<file path="src/rtl/unidade_controle_jogo_if.sv">
// Control/status bundle between the game FSM and the game datapath.
// The FSM (master) drives every strobe and reads the datapath flags; the datapath (slave) does the reverse.
interface unidade_controle_jogo_if;
    // Level/pulse semantics, no valid/ready pairs: strobes are Moore outputs that hold for the whole
    // state cycle; tem_jogada is a single-cycle pulse; every other flag is a level sampled at each rising edge.
    logic       iniciar;
    logic       tem_jogada;
    logic       acertouJogada;
    logic       jogadaAtualEQUALSacertoAnterior;
    logic       acertoAnteriorEQUALSzero;
    logic       fimS;
    logic       fimLedsOn;
    logic       fimLedsOff;
    logic       fimPiscaLeds;
    logic       timeout;

    logic       zeraT, contaT, zeraS, contaS, zeraR, registraR;
    logic       zeraA, registraA, contaA, contaPiscadas, contaLedsOn, contaLedsOff;
    logic       zeraL, registraL, displayFromMem, apagarAcertos, contaM, zeraM;
    logic [1:0] displayAddr;
    logic       pronto, ganhou, perdeu;
    logic [3:0] db_estado;

    modport master (
        input  iniciar, tem_jogada, acertouJogada, jogadaAtualEQUALSacertoAnterior,
               acertoAnteriorEQUALSzero, fimS, fimLedsOn, fimLedsOff, fimPiscaLeds, timeout,
        output zeraT, contaT, zeraS, contaS, zeraR, registraR, zeraA, registraA, contaA,
               contaPiscadas, contaLedsOn, contaLedsOff, zeraL, registraL, displayFromMem,
               apagarAcertos, contaM, zeraM, displayAddr, pronto, ganhou, perdeu, db_estado
    );

    modport slave (
        output iniciar, tem_jogada, acertouJogada, jogadaAtualEQUALSacertoAnterior,
               acertoAnteriorEQUALSzero, fimS, fimLedsOn, fimLedsOff, fimPiscaLeds, timeout,
        input  zeraT, contaT, zeraS, contaS, zeraR, registraR, zeraA, registraA, contaA,
               contaPiscadas, contaLedsOn, contaLedsOff, zeraL, registraL, displayFromMem,
               apagarAcertos, contaM, zeraM, displayAddr, pronto, ganhou, perdeu, db_estado
    );
endinterface

</file>
<file path="src/rtl/unidade_controle_jogo.sv">
// Moore control FSM for the memory game: mode select, rounds of distinct hits, blink celebration, win/loss.
// Every output is a pure decode of the current state; db_estado exposes the state code.
module unidade_controle_jogo #(
    parameter int HITS_PER_ROUND = 3
) (
    input  logic                    clock,
    input  logic                    reset,
    unidade_controle_jogo_if.master bus
);
    typedef enum logic [3:0] {
        INICIAL      = 4'd0,
        ESCOLHE_MODO = 4'd1,
        PREPARA      = 4'd2,
        ESPERA       = 4'd3,
        REGISTRA     = 4'd4,
        COMPARA      = 4'd5,
        ACERTO       = 4'd6,
        PISCA_ON     = 4'd7,
        PISCA_OFF    = 4'd8,
        PROXIMA      = 4'd9,
        GANHOU       = 4'd10,
        PERDEU       = 4'd11
    } state_t;

    localparam logic [1:0] LAST_HIT = 2'(HITS_PER_ROUND - 1);

    state_t     state, next_state;
    logic [1:0] hit_count;
    logic       iniciar_prev;
    logic       iniciar_rise;
    logic       last_hit;
    logic       new_hit;

    assign iniciar_rise = bus.iniciar & ~iniciar_prev;
    assign last_hit     = (hit_count == LAST_HIT);
    // A repeat of the previous hit is not a new hit unless nothing has been hit yet.
    assign new_hit      = bus.acertouJogada &
                          (bus.acertoAnteriorEQUALSzero | ~bus.jogadaAtualEQUALSacertoAnterior);

    always_ff @(posedge clock or negedge reset) begin
        if (!reset) begin
            state        <= INICIAL;
            hit_count    <= 2'd0;
            iniciar_prev <= 1'b0;
        end else begin
            state        <= next_state;
            iniciar_prev <= bus.iniciar;
            if (state == INICIAL || state == PREPARA)
                hit_count <= 2'd0;
            else if (state == ACERTO)
                hit_count <= last_hit ? 2'd0 : hit_count + 2'd1;
        end
    end

    always_comb begin
        next_state = state;
        case (state)
            INICIAL:      if (bus.iniciar) next_state = ESCOLHE_MODO;
            ESCOLHE_MODO: if (iniciar_rise) next_state = PREPARA;
            PREPARA:      next_state = ESPERA;
            ESPERA: begin
                if (bus.timeout)         next_state = PERDEU;
                else if (bus.tem_jogada) next_state = REGISTRA;
            end
            REGISTRA:     next_state = COMPARA;
            COMPARA: begin
                if (bus.timeout)  next_state = PERDEU;
                else if (new_hit) next_state = ACERTO;
                else              next_state = ESPERA;
            end
            ACERTO:       next_state = last_hit ? PISCA_ON : ESPERA;
            PISCA_ON:     if (bus.fimLedsOn) next_state = PISCA_OFF;
            PISCA_OFF: begin
                if (bus.fimLedsOff)
                    next_state = !bus.fimPiscaLeds ? PISCA_ON : (bus.fimS ? GANHOU : PROXIMA);
            end
            PROXIMA:      next_state = PREPARA;
            GANHOU:       if (bus.iniciar) next_state = INICIAL;
            PERDEU:       if (bus.iniciar) next_state = INICIAL;
            default:      next_state = INICIAL;
        endcase
    end

    always_comb begin
        bus.zeraT          = 1'b0;
        bus.contaT         = 1'b0;
        bus.zeraS          = 1'b0;
        bus.contaS         = 1'b0;
        bus.zeraR          = 1'b0;
        bus.registraR      = 1'b0;
        bus.zeraA          = 1'b0;
        bus.registraA      = 1'b0;
        bus.contaA         = 1'b0;
        bus.contaPiscadas  = 1'b0;
        bus.contaLedsOn    = 1'b0;
        bus.contaLedsOff   = 1'b0;
        bus.zeraL          = 1'b0;
        bus.registraL      = 1'b0;
        bus.displayFromMem = 1'b0;
        bus.apagarAcertos  = 1'b0;
        bus.contaM         = 1'b0;
        bus.zeraM          = 1'b0;
        bus.displayAddr    = 2'd0;
        bus.pronto         = 1'b0;
        bus.ganhou         = 1'b0;
        bus.perdeu         = 1'b0;
        bus.db_estado      = state;
        case (state)
            INICIAL: begin
                bus.zeraT = 1'b1; bus.zeraS = 1'b1; bus.zeraR = 1'b1; bus.zeraA = 1'b1;
                bus.zeraL = 1'b1; bus.zeraM = 1'b1;
                bus.displayFromMem = 1'b1; bus.apagarAcertos = 1'b1;
            end
            ESCOLHE_MODO: begin
                bus.contaM = 1'b1; bus.displayFromMem = 1'b1; bus.apagarAcertos = 1'b1;
                bus.displayAddr = 2'd1;
            end
            PREPARA: begin
                bus.zeraT = 1'b1; bus.zeraR = 1'b1; bus.zeraA = 1'b1; bus.registraL = 1'b1;
            end
            ESPERA:   bus.contaT = 1'b1;
            REGISTRA: begin bus.contaT = 1'b1; bus.registraR = 1'b1; end
            COMPARA:  bus.contaT = 1'b1;
            ACERTO:   begin bus.contaT = 1'b1; bus.contaA = 1'b1; bus.registraA = 1'b1; end
            PISCA_ON: bus.contaLedsOn = 1'b1;
            PISCA_OFF: begin
                bus.contaLedsOff = 1'b1; bus.contaPiscadas = 1'b1; bus.zeraL = 1'b1;
            end
            PROXIMA:  bus.contaS = 1'b1;
            GANHOU: begin
                bus.pronto = 1'b1; bus.ganhou = 1'b1; bus.displayFromMem = 1'b1;
                bus.displayAddr = 2'd2;
            end
            PERDEU: begin
                bus.pronto = 1'b1; bus.perdeu = 1'b1; bus.displayFromMem = 1'b1;
                bus.displayAddr = 2'd3;
            end
            default: ;
        endcase
    end
endmodule

</file>
<file path="src/flat_wrapper.sv">
// flat-port wrapper written by rule: the top's interface ports become plain ports
module unidade_controle_jogo_flat 
#(
    parameter int HITS_PER_ROUND = 3
)
  (clock, reset, bus_iniciar, bus_tem_jogada, bus_acertouJogada, bus_jogadaAtualEQUALSacertoAnterior, bus_acertoAnteriorEQUALSzero, bus_fimS, bus_fimLedsOn, bus_fimLedsOff, bus_fimPiscaLeds, bus_timeout, bus_zeraT, bus_contaT, bus_zeraS, bus_contaS, bus_zeraR, bus_registraR, bus_zeraA, bus_registraA, bus_contaA, bus_contaPiscadas, bus_contaLedsOn, bus_contaLedsOff, bus_zeraL, bus_registraL, bus_displayFromMem, bus_apagarAcertos, bus_contaM, bus_zeraM, bus_displayAddr, bus_pronto, bus_ganhou, bus_perdeu, bus_db_estado);
  unidade_controle_jogo_if bus_i ();
  input  logic clock;
  input  logic reset;
  input wire logic [$bits(bus_i.iniciar)-1:0] bus_iniciar;
  input wire logic [$bits(bus_i.tem_jogada)-1:0] bus_tem_jogada;
  input wire logic [$bits(bus_i.acertouJogada)-1:0] bus_acertouJogada;
  input wire logic [$bits(bus_i.jogadaAtualEQUALSacertoAnterior)-1:0] bus_jogadaAtualEQUALSacertoAnterior;
  input wire logic [$bits(bus_i.acertoAnteriorEQUALSzero)-1:0] bus_acertoAnteriorEQUALSzero;
  input wire logic [$bits(bus_i.fimS)-1:0] bus_fimS;
  input wire logic [$bits(bus_i.fimLedsOn)-1:0] bus_fimLedsOn;
  input wire logic [$bits(bus_i.fimLedsOff)-1:0] bus_fimLedsOff;
  input wire logic [$bits(bus_i.fimPiscaLeds)-1:0] bus_fimPiscaLeds;
  input wire logic [$bits(bus_i.timeout)-1:0] bus_timeout;
  output wire logic [$bits(bus_i.zeraT)-1:0] bus_zeraT;
  output wire logic [$bits(bus_i.contaT)-1:0] bus_contaT;
  output wire logic [$bits(bus_i.zeraS)-1:0] bus_zeraS;
  output wire logic [$bits(bus_i.contaS)-1:0] bus_contaS;
  output wire logic [$bits(bus_i.zeraR)-1:0] bus_zeraR;
  output wire logic [$bits(bus_i.registraR)-1:0] bus_registraR;
  output wire logic [$bits(bus_i.zeraA)-1:0] bus_zeraA;
  output wire logic [$bits(bus_i.registraA)-1:0] bus_registraA;
  output wire logic [$bits(bus_i.contaA)-1:0] bus_contaA;
  output wire logic [$bits(bus_i.contaPiscadas)-1:0] bus_contaPiscadas;
  output wire logic [$bits(bus_i.contaLedsOn)-1:0] bus_contaLedsOn;
  output wire logic [$bits(bus_i.contaLedsOff)-1:0] bus_contaLedsOff;
  output wire logic [$bits(bus_i.zeraL)-1:0] bus_zeraL;
  output wire logic [$bits(bus_i.registraL)-1:0] bus_registraL;
  output wire logic [$bits(bus_i.displayFromMem)-1:0] bus_displayFromMem;
  output wire logic [$bits(bus_i.apagarAcertos)-1:0] bus_apagarAcertos;
  output wire logic [$bits(bus_i.contaM)-1:0] bus_contaM;
  output wire logic [$bits(bus_i.zeraM)-1:0] bus_zeraM;
  output wire logic [$bits(bus_i.displayAddr)-1:0] bus_displayAddr;
  output wire logic [$bits(bus_i.pronto)-1:0] bus_pronto;
  output wire logic [$bits(bus_i.ganhou)-1:0] bus_ganhou;
  output wire logic [$bits(bus_i.perdeu)-1:0] bus_perdeu;
  output wire logic [$bits(bus_i.db_estado)-1:0] bus_db_estado;
  assign bus_i.iniciar = bus_iniciar;
  assign bus_i.tem_jogada = bus_tem_jogada;
  assign bus_i.acertouJogada = bus_acertouJogada;
  assign bus_i.jogadaAtualEQUALSacertoAnterior = bus_jogadaAtualEQUALSacertoAnterior;
  assign bus_i.acertoAnteriorEQUALSzero = bus_acertoAnteriorEQUALSzero;
  assign bus_i.fimS = bus_fimS;
  assign bus_i.fimLedsOn = bus_fimLedsOn;
  assign bus_i.fimLedsOff = bus_fimLedsOff;
  assign bus_i.fimPiscaLeds = bus_fimPiscaLeds;
  assign bus_i.timeout = bus_timeout;
  assign bus_zeraT = bus_i.zeraT;
  assign bus_contaT = bus_i.contaT;
  assign bus_zeraS = bus_i.zeraS;
  assign bus_contaS = bus_i.contaS;
  assign bus_zeraR = bus_i.zeraR;
  assign bus_registraR = bus_i.registraR;
  assign bus_zeraA = bus_i.zeraA;
  assign bus_registraA = bus_i.registraA;
  assign bus_contaA = bus_i.contaA;
  assign bus_contaPiscadas = bus_i.contaPiscadas;
  assign bus_contaLedsOn = bus_i.contaLedsOn;
  assign bus_contaLedsOff = bus_i.contaLedsOff;
  assign bus_zeraL = bus_i.zeraL;
  assign bus_registraL = bus_i.registraL;
  assign bus_displayFromMem = bus_i.displayFromMem;
  assign bus_apagarAcertos = bus_i.apagarAcertos;
  assign bus_contaM = bus_i.contaM;
  assign bus_zeraM = bus_i.zeraM;
  assign bus_displayAddr = bus_i.displayAddr;
  assign bus_pronto = bus_i.pronto;
  assign bus_ganhou = bus_i.ganhou;
  assign bus_perdeu = bus_i.perdeu;
  assign bus_db_estado = bus_i.db_estado;
  unidade_controle_jogo #(.HITS_PER_ROUND(HITS_PER_ROUND)) u_core (.clock(clock), .reset(reset), .bus(bus_i));
endmodule
</file>
<file path="config.mk">
export PLATFORM = sky130hd
export DESIGN_NAME = unidade_controle_jogo_flat
export DESIGN_NICKNAME = d
export VERILOG_FILES = /design/src/rtl/unidade_controle_jogo_if.sv /design/src/rtl/unidade_controle_jogo.sv /design/src/flat_wrapper.sv
export SDC_FILE = /design/constraint.sdc
export NUM_CORES = 1
export LEC_CHECK = 0
export BUFFER_PORTS_ARGS = -buffer_cell sky130_fd_sc_hd__buf_2
export CAP_MARGIN = 10
export CORE_MARGIN = 2
export CORE_UTILIZATION = 43
export DETAILED_ROUTE_END_ITERATION = 10
export PLACE_DENSITY_LB_ADDON = 0.2
export SYNTH_ARGS = -nofsm -noshare
export SYNTH_HDL_FRONTEND = slang
export SYNTH_SLANG_ARGS = --single-unit
</file>
<file path="constraint.sdc">
create_clock -name clock -period 1.9 [get_ports clock]
set_clock_uncertainty 0.1 [all_clocks]
set_input_delay 0.19 -clock clock [delete_from_list [all_inputs] [get_ports clock]]
set_output_delay 0.19 -clock clock [all_outputs]
set_load 0.1 [all_outputs]
</file>
==> impl_summary.txt, run 1 <==
----------------------------------------------------
[Synthesis]
  FFs w/ async S/R, synth ... 100.0%
  Gate count of the mapped netlist ... 95
  Syn. warnings ... 0
  Distinct cell type count after synthesis ... 37
  Synth Cell Area ... 699.4 um2
  Net Count, Synth ... 107
  Count of flip-flops with a built-in enable after synthesis ... 0
  Largest cells by area after synthesis ... sky130_fd_sc_hd__dfrtp_1 25%, sky130_fd_sc_hd__nor3_1 6.4%, sky130_fd_sc_hd__buf_4 5.4%, sky130_fd_sc_hd__nor2_1 4.8%, sky130_fd_sc_hd__inv_1 4.3%
  Sequential cell area fraction in the yosys report ... 25.04%
  Share of the synthesized area in the top cell type ... 25.04%
  Most used DFF post-synth ... sky130_fd_sc_hd__dfrtp_1
  Yosys top cell by area ... sky130_fd_sc_hd__dfrtp_1
  Yosys reg bits ... 7
  Synth Area per Inst ... 7.362 um2
  Top cells by instance count after synthesis ... 9 x sky130_fd_sc_hd__nor2_1, 9 x sky130_fd_sc_hd__nor3_1, 8 x sky130_fd_sc_hd__inv_1, 7 x sky130_fd_sc_hd__dfrtp_1, 6 x sky130_fd_sc_hd__nand2_1

[CTS]
  CTS root buffer ... sky130_fd_sc_hd__clkbuf_4
  Clock sink total ... 7
  Post-CTS Hold Fix Bufs ... 2
  Total of cells resized after clock tree synthesis ... 4
  Clock buffers created by TritonCTS ... 3
  Number of setup buffers added after CTS ... 15
  Longest Clk Path Bufs ... 2
  Htree depth ... 1

[Floorplanning]
  Count of standard-cell rows ... 14
  Width of the die ... 44.33 um
  Total I/O pin count ... 39
  Starting density of the core ... a little under half
  Die span in y ... 44.33 um

[Placed design]
  Post-DP HPWL ... 1905 um
  Last weighted congestion value of the routability-driven placer ... ~0.90
  Number of input and output port buffers inserted ... 38
  Cell total after placement ... 144

[Status]
  Result of the run ... did not finish
  First error in the log ... [ERROR DPL-0038] Utilization greater than 100%, impossible to legalize
  Step where the flow halted ... clock tree synthesis (4_1_cts)

----------------------------------------------------
==> cell families after synthesis <==
family                     Yosys count  share of synthesized area (%)
adders and majority gates            1                          1.431
and+or+nand+nor                     40                          30.41
AOI/OAI and AO/OA                   23                          23.44
muxes                                1                          1.431
DFF                                  7                          25.05
xor gates and xnor gates             1                          1.252
buffers and inverters               22                          16.99
==> metrics by stage <==
step | setup WS [ns] | setup TNS (ns) | instance area, um2
3_5_place_dp | 0.08452 | 0 | 1390
2_1_floorplan | -0.8201 | -8.326 | 983.4
3_3_place_gp | 0.1485 | 0 | 1390
==> run 2, diff against run 1 <==
CORE_AREA = 2 2 63 65   (was not set)
CORE_MARGIN = not set   (was 2)
CORE_UTILIZATION = not set   (was 43)
DIE_AREA = 0 0 65 67   (was not set)
PLACE_DENSITY_LB_ADDON = 0.15   (was 0.2)
==> impl_summary.txt, run 2 <==
----------------------------------------------------
[Worst setup path]
  Family of cells with the greatest summed delay on the critical path ... flip-flops
  CP Cell Sequence ... buf_4 -> nand2b_4 -> or3_4 -> clkinvlp_4 -> buf_12
  Setup Crit Path Kind ... reg2out
  Maximum fanout along the worst path ... 7
  Max stage delay cell, worst path ... sky130_fd_sc_hd__dfrtp_4
  Element type at the critical path start ... flip-flop
  Critical path data arrival time ... 1.57 ns
  Crit path capture type ... output port
  Buffer and inverter count on the worst path ... 3
  Data required time of the critical path ... around 1.6 ns
  Highest cell delay on the worst timing path ... 0.47 ns

[Timing]
  Final critical-path share of the clock period ... 97.77%
  Timing-limited maximum frequency ... approximately 540 MHz
  Final max-slew violation count ... 0
  Crit path time final ... 1.858 ns
  Final hold viol count ... 0
  Normalized max-slew margin ... 67.29%
  Setup repair after global routing missed its margin ... true
  Slew at the pin closest to its max-slew limit ... between 0.4 and 0.5 ns
  Worst Hold Margin ... 0.001758 ns
  Post-route worst setup slack ... ~0.042 ns
  Count of endpoints failing setup in the final report ... 0

[Cells and area]
  Count of inserted antenna diode cells ... 0
  Ratio of cells with drive above 1 in the final layout ... between 60% and 70%
  Storage element area ... 190.2 um2
  Final non-filler cell area ... approximately 0.0017 mm2
  Multi-input combinational cell area ... ~550 um2
  Synth-to-Final Area Change ... 136.1%
  Post-layout utilization of the core ... 45.80%
  Number of inserted filler cells in the final layout ... approximately 340
  Commonest cells after routing, fill and taps aside ... 25 x sky130_fd_sc_hd__buf_4, 24 x sky130_fd_sc_hd__buf_12, 15 x sky130_fd_sc_hd__buf_2
  Commonest non-fill, non-tap cell in the layout ... sky130_fd_sc_hd__buf_4
  Flip-flop count of the largest register, all copies and words added ... 4
  Layout net count ... 164

[Detailed routing]
  Detail-routed via count per cell ... 4.568
  Antenna-violating nets left ... 0
  Pre-antenna DRT Iters ... 4
  Routed length per placed instance ... 13.15 um
  1st-iter DRT viols ... 23
  Vias after detailed routing ... 909
  Number of design rule violations left after detail routing ... 0
  DRT Wirelength ... ~2600 um

[GRT]
  Vias in the first global route ... a little under 900
  Pin count of the biggest net entering global routing ... 16
  Wire length of the first global-routing pass ... 4381 um
  Number of antenna violations at the first check in global routing ... 0
  Overflow after GRT ... 0
  Combined global-route utilization of all metal layers ... about an eighth

[Synthesis]
  Most used DFF post-synth ... sky130_fd_sc_hd__dfrtp_1 (unchanged)
  Sequential cell area fraction in the yosys report ... 25.04% (unchanged)
  Yosys reg bits ... 7 (unchanged)
  Synth Cell Area ... 699.4 um2 (unchanged)
  FFs w/ async S/R, synth ... 100.0% (unchanged)
  Syn. warnings ... 0 (unchanged)
  Yosys top cell by area ... sky130_fd_sc_hd__dfrtp_1 (unchanged)
  Gate count of the mapped netlist ... 95 (unchanged)
  Distinct cell type count after synthesis ... 37 (unchanged)
  Top cells by instance count after synthesis ... 9 x sky130_fd_sc_hd__nor2_1, 9 x sky130_fd_sc_hd__nor3_1, 8 x sky130_fd_sc_hd__inv_1, 7 x sky130_fd_sc_hd__dfrtp_1, 6 x sky130_fd_sc_hd__nand2_1 (unchanged)
  Largest cells by area after synthesis ... sky130_fd_sc_hd__dfrtp_1 25%, sky130_fd_sc_hd__nor3_1 6.4%, sky130_fd_sc_hd__buf_4 5.4%, sky130_fd_sc_hd__nor2_1 4.8%, sky130_fd_sc_hd__inv_1 4.3% (unchanged)
  Share of the synthesized area in the top cell type ... 25.04% (unchanged)
  Net Count, Synth ... 107 (unchanged)
  Count of flip-flops with a built-in enable after synthesis ... 0 (unchanged)
  Synth Area per Inst ... 7.362 um2 (unchanged)

[Placed design]
  Pre-CTS setup slack ... 0.1366 ns (was 0.08452 ns)
  Number of input and output port buffers inserted ... 38 (unchanged)
  Post-DP HPWL ... 2018 um (was 1905 um)
  Post-placement cell area ... 0.001458 mm2 (was 0.001390 mm2)
  Last weighted congestion value of the routability-driven placer ... 0.8278 (was 0.8958)

[CTS]
  Clock buffers created by TritonCTS ... 3 (unchanged)
  Later-pin clock latency in the skew report ... between 0.2 and 0.25 ns
  Clock tree from TritonCTS ... done
  Clk slew on worst S/H paths ... around 0.050 ns
  Longest Clk Path Bufs ... 2 (unchanged)
  CTS root buffer ... sky130_fd_sc_hd__clkbuf_8 (was sky130_fd_sc_hd__clkbuf_4)
  Htree depth ... 1 (unchanged)
  Clock sink total ... 7 (unchanged)

[Floorplanning]
  Count of standard-cell rows ... 22 (was 14)
  Core box area ... 0.003606 mm2
  Width of the die ... 65 um (was 44.33 um)
  Die span in y ... 67 um (was 44.33 um)
  Total I/O pin count ... 39 (unchanged)
  Starting density of the core ... 19.40% (was 45.89%)
  Die footprint ... 0.004355 mm2

[Hold path]
  Class of the worst hold path ... in2reg

[Status]
  Result of the run ... finished, final reports clean (was did not finish)

[Run]
  Max capacitance violation total ... 0

----------------------------------------------------
-- run 2: cell counts after synthesis --
No cell type changed its count.
-- run 2: path summary, 6_finish.rpt --
path	from	endpoint	slack, ns	cells past startpoint
max	u_core.bus.db_estado[2]	bus_registraA	0.04	5
min reg2reg	u_core.hit_count[1]	u_core.hit_count[1]	0.46	2
min in group asynchronous	reset	u_core.iniciar_prev	0.23	2
max reg2reg	u_core.bus.db_estado[1]	u_core.bus.db_estado[1]	0.12	7
max in group asynchronous	reset	u_core.bus.db_estado[1]	1.28	2
min	bus_iniciar	u_core.iniciar_prev	0.002	1
-- run 2: what timing repair did --
| item | 4_1_cts | 5_1_grt |
|---|---|---|
| cloned | 0 | 0 |
| pin swaps | 2 | 1 |
| setup endpoints to repair | 11 | 6 |
| gates resized for setup | 4 | 1 |
| hold buffers | 1 | 0 |
| buffers inserted | 8 | 8 |
| endpoints found under the hold margin | 7 | 0 |
-- run 2: per-layer routing --
layer  vias to the layer above  GRT usage [%]  part of all wire (%)
met5                         -              0                     0
met4                         0          4.521                   1.0
met3                         6         0.8446                   3.6
met2                        30          22.16                    52
met1                       432          16.89                    43
li1                        441              -                     -
-- run 2: cell type report --
type                    count  area share [%]
repair buffers             65           45.61
multi-input cells          66           33.56
flip-flops and latches      7           11.52
well taps                  48           3.636
inverters                   9           2.955
clock buffers               4           2.727
-- run 2: cell families after synthesis --
logic type,synth area share [%]
flops,25.05
buf+inv,16.99
mux,1.431
xor+xnor,1.252
fa+ha+maj,1.431
compound gates,23.44
simple gates,30.41
-- run 2: stage by stage --
| stage | instances | TNS [ns] |
|---|---|---|
| after floorplan | 95 | -8.326 |
| after global placement | 178 | 0 |
| after detailed placement | 178 | 0 |
| after CTS | 191 | 0 |
| after global routing | 199 | -0.01412 |
| final | 199 | 0 |
Power of run 2 is left out: the tool's default activity adds up to more than one toggle a clock period on the data nets, which glitch-free logic cannot reach.
==> run 3, diff against run 2 <==
MAX_ROUTING_LAYER = met4   (was not set)
==> impl_summary.txt, run 3 (synthesis gave the netlist of run 2 again) <==
----------------------------------------------------
[Detailed routing]
  Vias after detailed routing ... 907 (was 909)
  Antenna-violating nets left ... 0 (unchanged)
  DRT Wirelength ... 2609 um (was 2616 um)
  1st-iter DRT viols ... 23 (unchanged)
  Number of design rule violations left after detail routing ... 0 (unchanged)
  Routed length per placed instance ... 13.05 um (was 13.15 um)
  Pre-antenna DRT Iters ... 4 (unchanged)
  Detail-routed via count per cell ... 4.535 (was 4.568)

[CTS]
  Clock sink total ... 7 (unchanged)
  Longest Clk Path Bufs ... 2 (unchanged)
  Clock tree from TritonCTS ... done (unchanged)
  Clk slew on worst S/H paths ... 0.04 ns (was 0.05 ns)
  CTS root buffer ... sky130_fd_sc_hd__clkbuf_8 (unchanged)
  Later-pin clock latency in the skew report ... 0.22 ns (was 0.23 ns)
  Clock buffers created by TritonCTS ... 3 (unchanged)
  Htree depth ... 1 (unchanged)

[Cells and area]
  Synth-to-Final Area Change ... 137.2% (was 136.1%)
  Ratio of cells with drive above 1 in the final layout ... 67.76% (was 68.21%)
  Number of inserted filler cells in the final layout ... 352 (was 339)
  Layout net count ... 165 (was 164)
  Flip-flop count of the largest register, all copies and words added ... 4 (unchanged)
  Post-layout utilization of the core ... 46.01% (was 45.80%)
  Final cell count without fillers ... 200 (was 199)
  Commonest cells after routing, fill and taps aside ... 25 x sky130_fd_sc_hd__buf_4, 24 x sky130_fd_sc_hd__buf_12, 15 x sky130_fd_sc_hd__buf_2 (unchanged)
  Count of inserted antenna diode cells ... 0 (unchanged)
  Commonest non-fill, non-tap cell in the layout ... sky130_fd_sc_hd__buf_4 (unchanged)

[Timing]
  Final max-slew violation count ... 0 (unchanged)
  Normalized max-slew margin ... 67.71% (was 67.29%)
  Final critical-path share of the clock period ... 97.79% (was 97.77%)
  Worst Hold Margin ... 0.005893 ns (was 0.001758 ns)
  Setup repair after global routing missed its margin ... false (was true)
  Slew at the pin closest to its max-slew limit ... 0.4877 ns (was 0.4941 ns)
  Timing-limited maximum frequency ... 538.2 MHz (was 538.3 MHz)
  Crit path time final ... 1.858 ns (about the same)
  Final sum of negative setup slack ... 0 ns (unchanged)
  Final hold viol count ... 0 (unchanged)
  Count of endpoints failing setup in the final report ... 0 (unchanged)

[Floorplanning]
  Core box area ... 0.003606 mm2 (unchanged)
  Die footprint ... 0.004355 mm2 (unchanged)
  Starting density of the core ... 19.40% (unchanged)
  Width of the die ... 65 um (unchanged)
  Die span in y ... 67 um (unchanged)
  Total I/O pin count ... 39 (unchanged)
  Count of standard-cell rows ... 22 (unchanged)

[GRT]
  Vias in the first global route ... 848 (was 882)
  Pin count of the biggest net entering global routing ... 16 (unchanged)
  Number of antenna violations at the first check in global routing ... 0 (unchanged)
  Combined global-route utilization of all metal layers ... 12.37% (was 12.86%)
  Wire length of the first global-routing pass ... 4029 um (was 4381 um)
  Overflow after GRT ... 0 (unchanged)

[Worst setup path]
  Reg-to-reg setup timing slack ... 0.12 ns (about the same)
  Data required time of the critical path ... 1.61 ns (about the same)
  Element type at the critical path start ... flip-flop (unchanged)
  Setup Crit Path Kind ... reg2out (unchanged)
  Critical path data arrival time ... 1.57 ns (about the same)
  Crit path capture type ... output port (unchanged)
  Maximum fanout along the worst path ... 8 (was 7)

[Placed design]
  Post-DP HPWL ... 2077 um (was 2018 um)
  Number of input and output port buffers inserted ... 38 (unchanged)
  Cell total after placement ... 179 (was 178)
  Last weighted congestion value of the routability-driven placer ... 0.8727 (was 0.8278)

[Status]
  Result of the run ... finished, final reports clean (unchanged)

[Hold path]
  Class of the worst hold path ... in2reg (unchanged)

[Run]
  Max capacitance violation total ... 0 (unchanged)

----------------------------------------------------
## run 3: cell types whose count changed in the layout (fill, tap and decap cells not counted)
| cell | before | now |
|---|---|---|
| sky130_fd_sc_hd__o21ai_1 | 2 | 3 |
| sky130_fd_sc_hd__buf_6 | 0 | 1 |
| sky130_fd_sc_hd__o21ai_2 | 1 | 0 |
## run 3: final cells by class
type | count | area, um2 | share of cell area, %
Timing Repair Buffer | 66 | 764.5 | 46.08
Sequential cell | 7 | 190.2 | 11.46
Multi-Input combinational cell | 66 | 550.5 | 33.18
Tap cell | 48 | 60.06 | 3.620
Inverter | 9 | 48.80 | 2.941
Clock buffer | 4 | 45.04 | 2.715
## run 3: critical path, cell delays in order (launching register included)
cell and delay [ns]:
sky130_fd_sc_hd__dfrtp_4 0.51, sky130_fd_sc_hd__nand2b_4 0.15, sky130_fd_sc_hd__or3_4 0.37, sky130_fd_sc_hd__clkinvlp_4 0.13, sky130_fd_sc_hd__buf_12 0.18
## run 3: path summary, 6_finish.rpt
check | startpoint | end | cells past startpoint
setup / recovery | u_core.bus.db_estado[3] | bus_contaA | 4
hold / removal | bus_iniciar | u_core.iniciar_prev | 1
setup reg to reg | u_core.bus.db_estado[1] | u_core.bus.db_estado[0] | 5
hold reg to reg | u_core.hit_count[0] | u_core.hit_count[1] | 2
max in group asynchronous | reset | u_core.bus.db_estado[0] | 2
min in group asynchronous | reset | u_core.bus.db_estado[2] | 2
## run 3: per-stage QoR
step | area [um2] | worst slack (ns)
finish | 1659 | 0.04190
global route | 1659 | 0.008271
CTS | 1588 | 0.01170
detailed placement | 1465 | 0.1488
global placement | 1465 | 0.1272
floorplan | 983.4 | -0.8201
## run 3: metal layers
| metal | track usage [%] | part of all wire (%) |
|---|---|---|
| met1 | 14.69 | 43 |
| met2 | 21.91 | 51 |
| met3 | 1.351 | 5.1 |
| met4 | 3.989 | 0.54 |
| met5 | - | 0 |
## run 3: repair_timing
item | in CTS | in global routing
setup buffers | 7 | 9
endpoints found under the setup margin | 11 | 9
pin swaps | 1 | 0
endpoints found under the hold margin | 7 | 0
resized for setup | 4 | 1
hold buffers | 1 | 0
Power of run 3 is left out for the same reason.
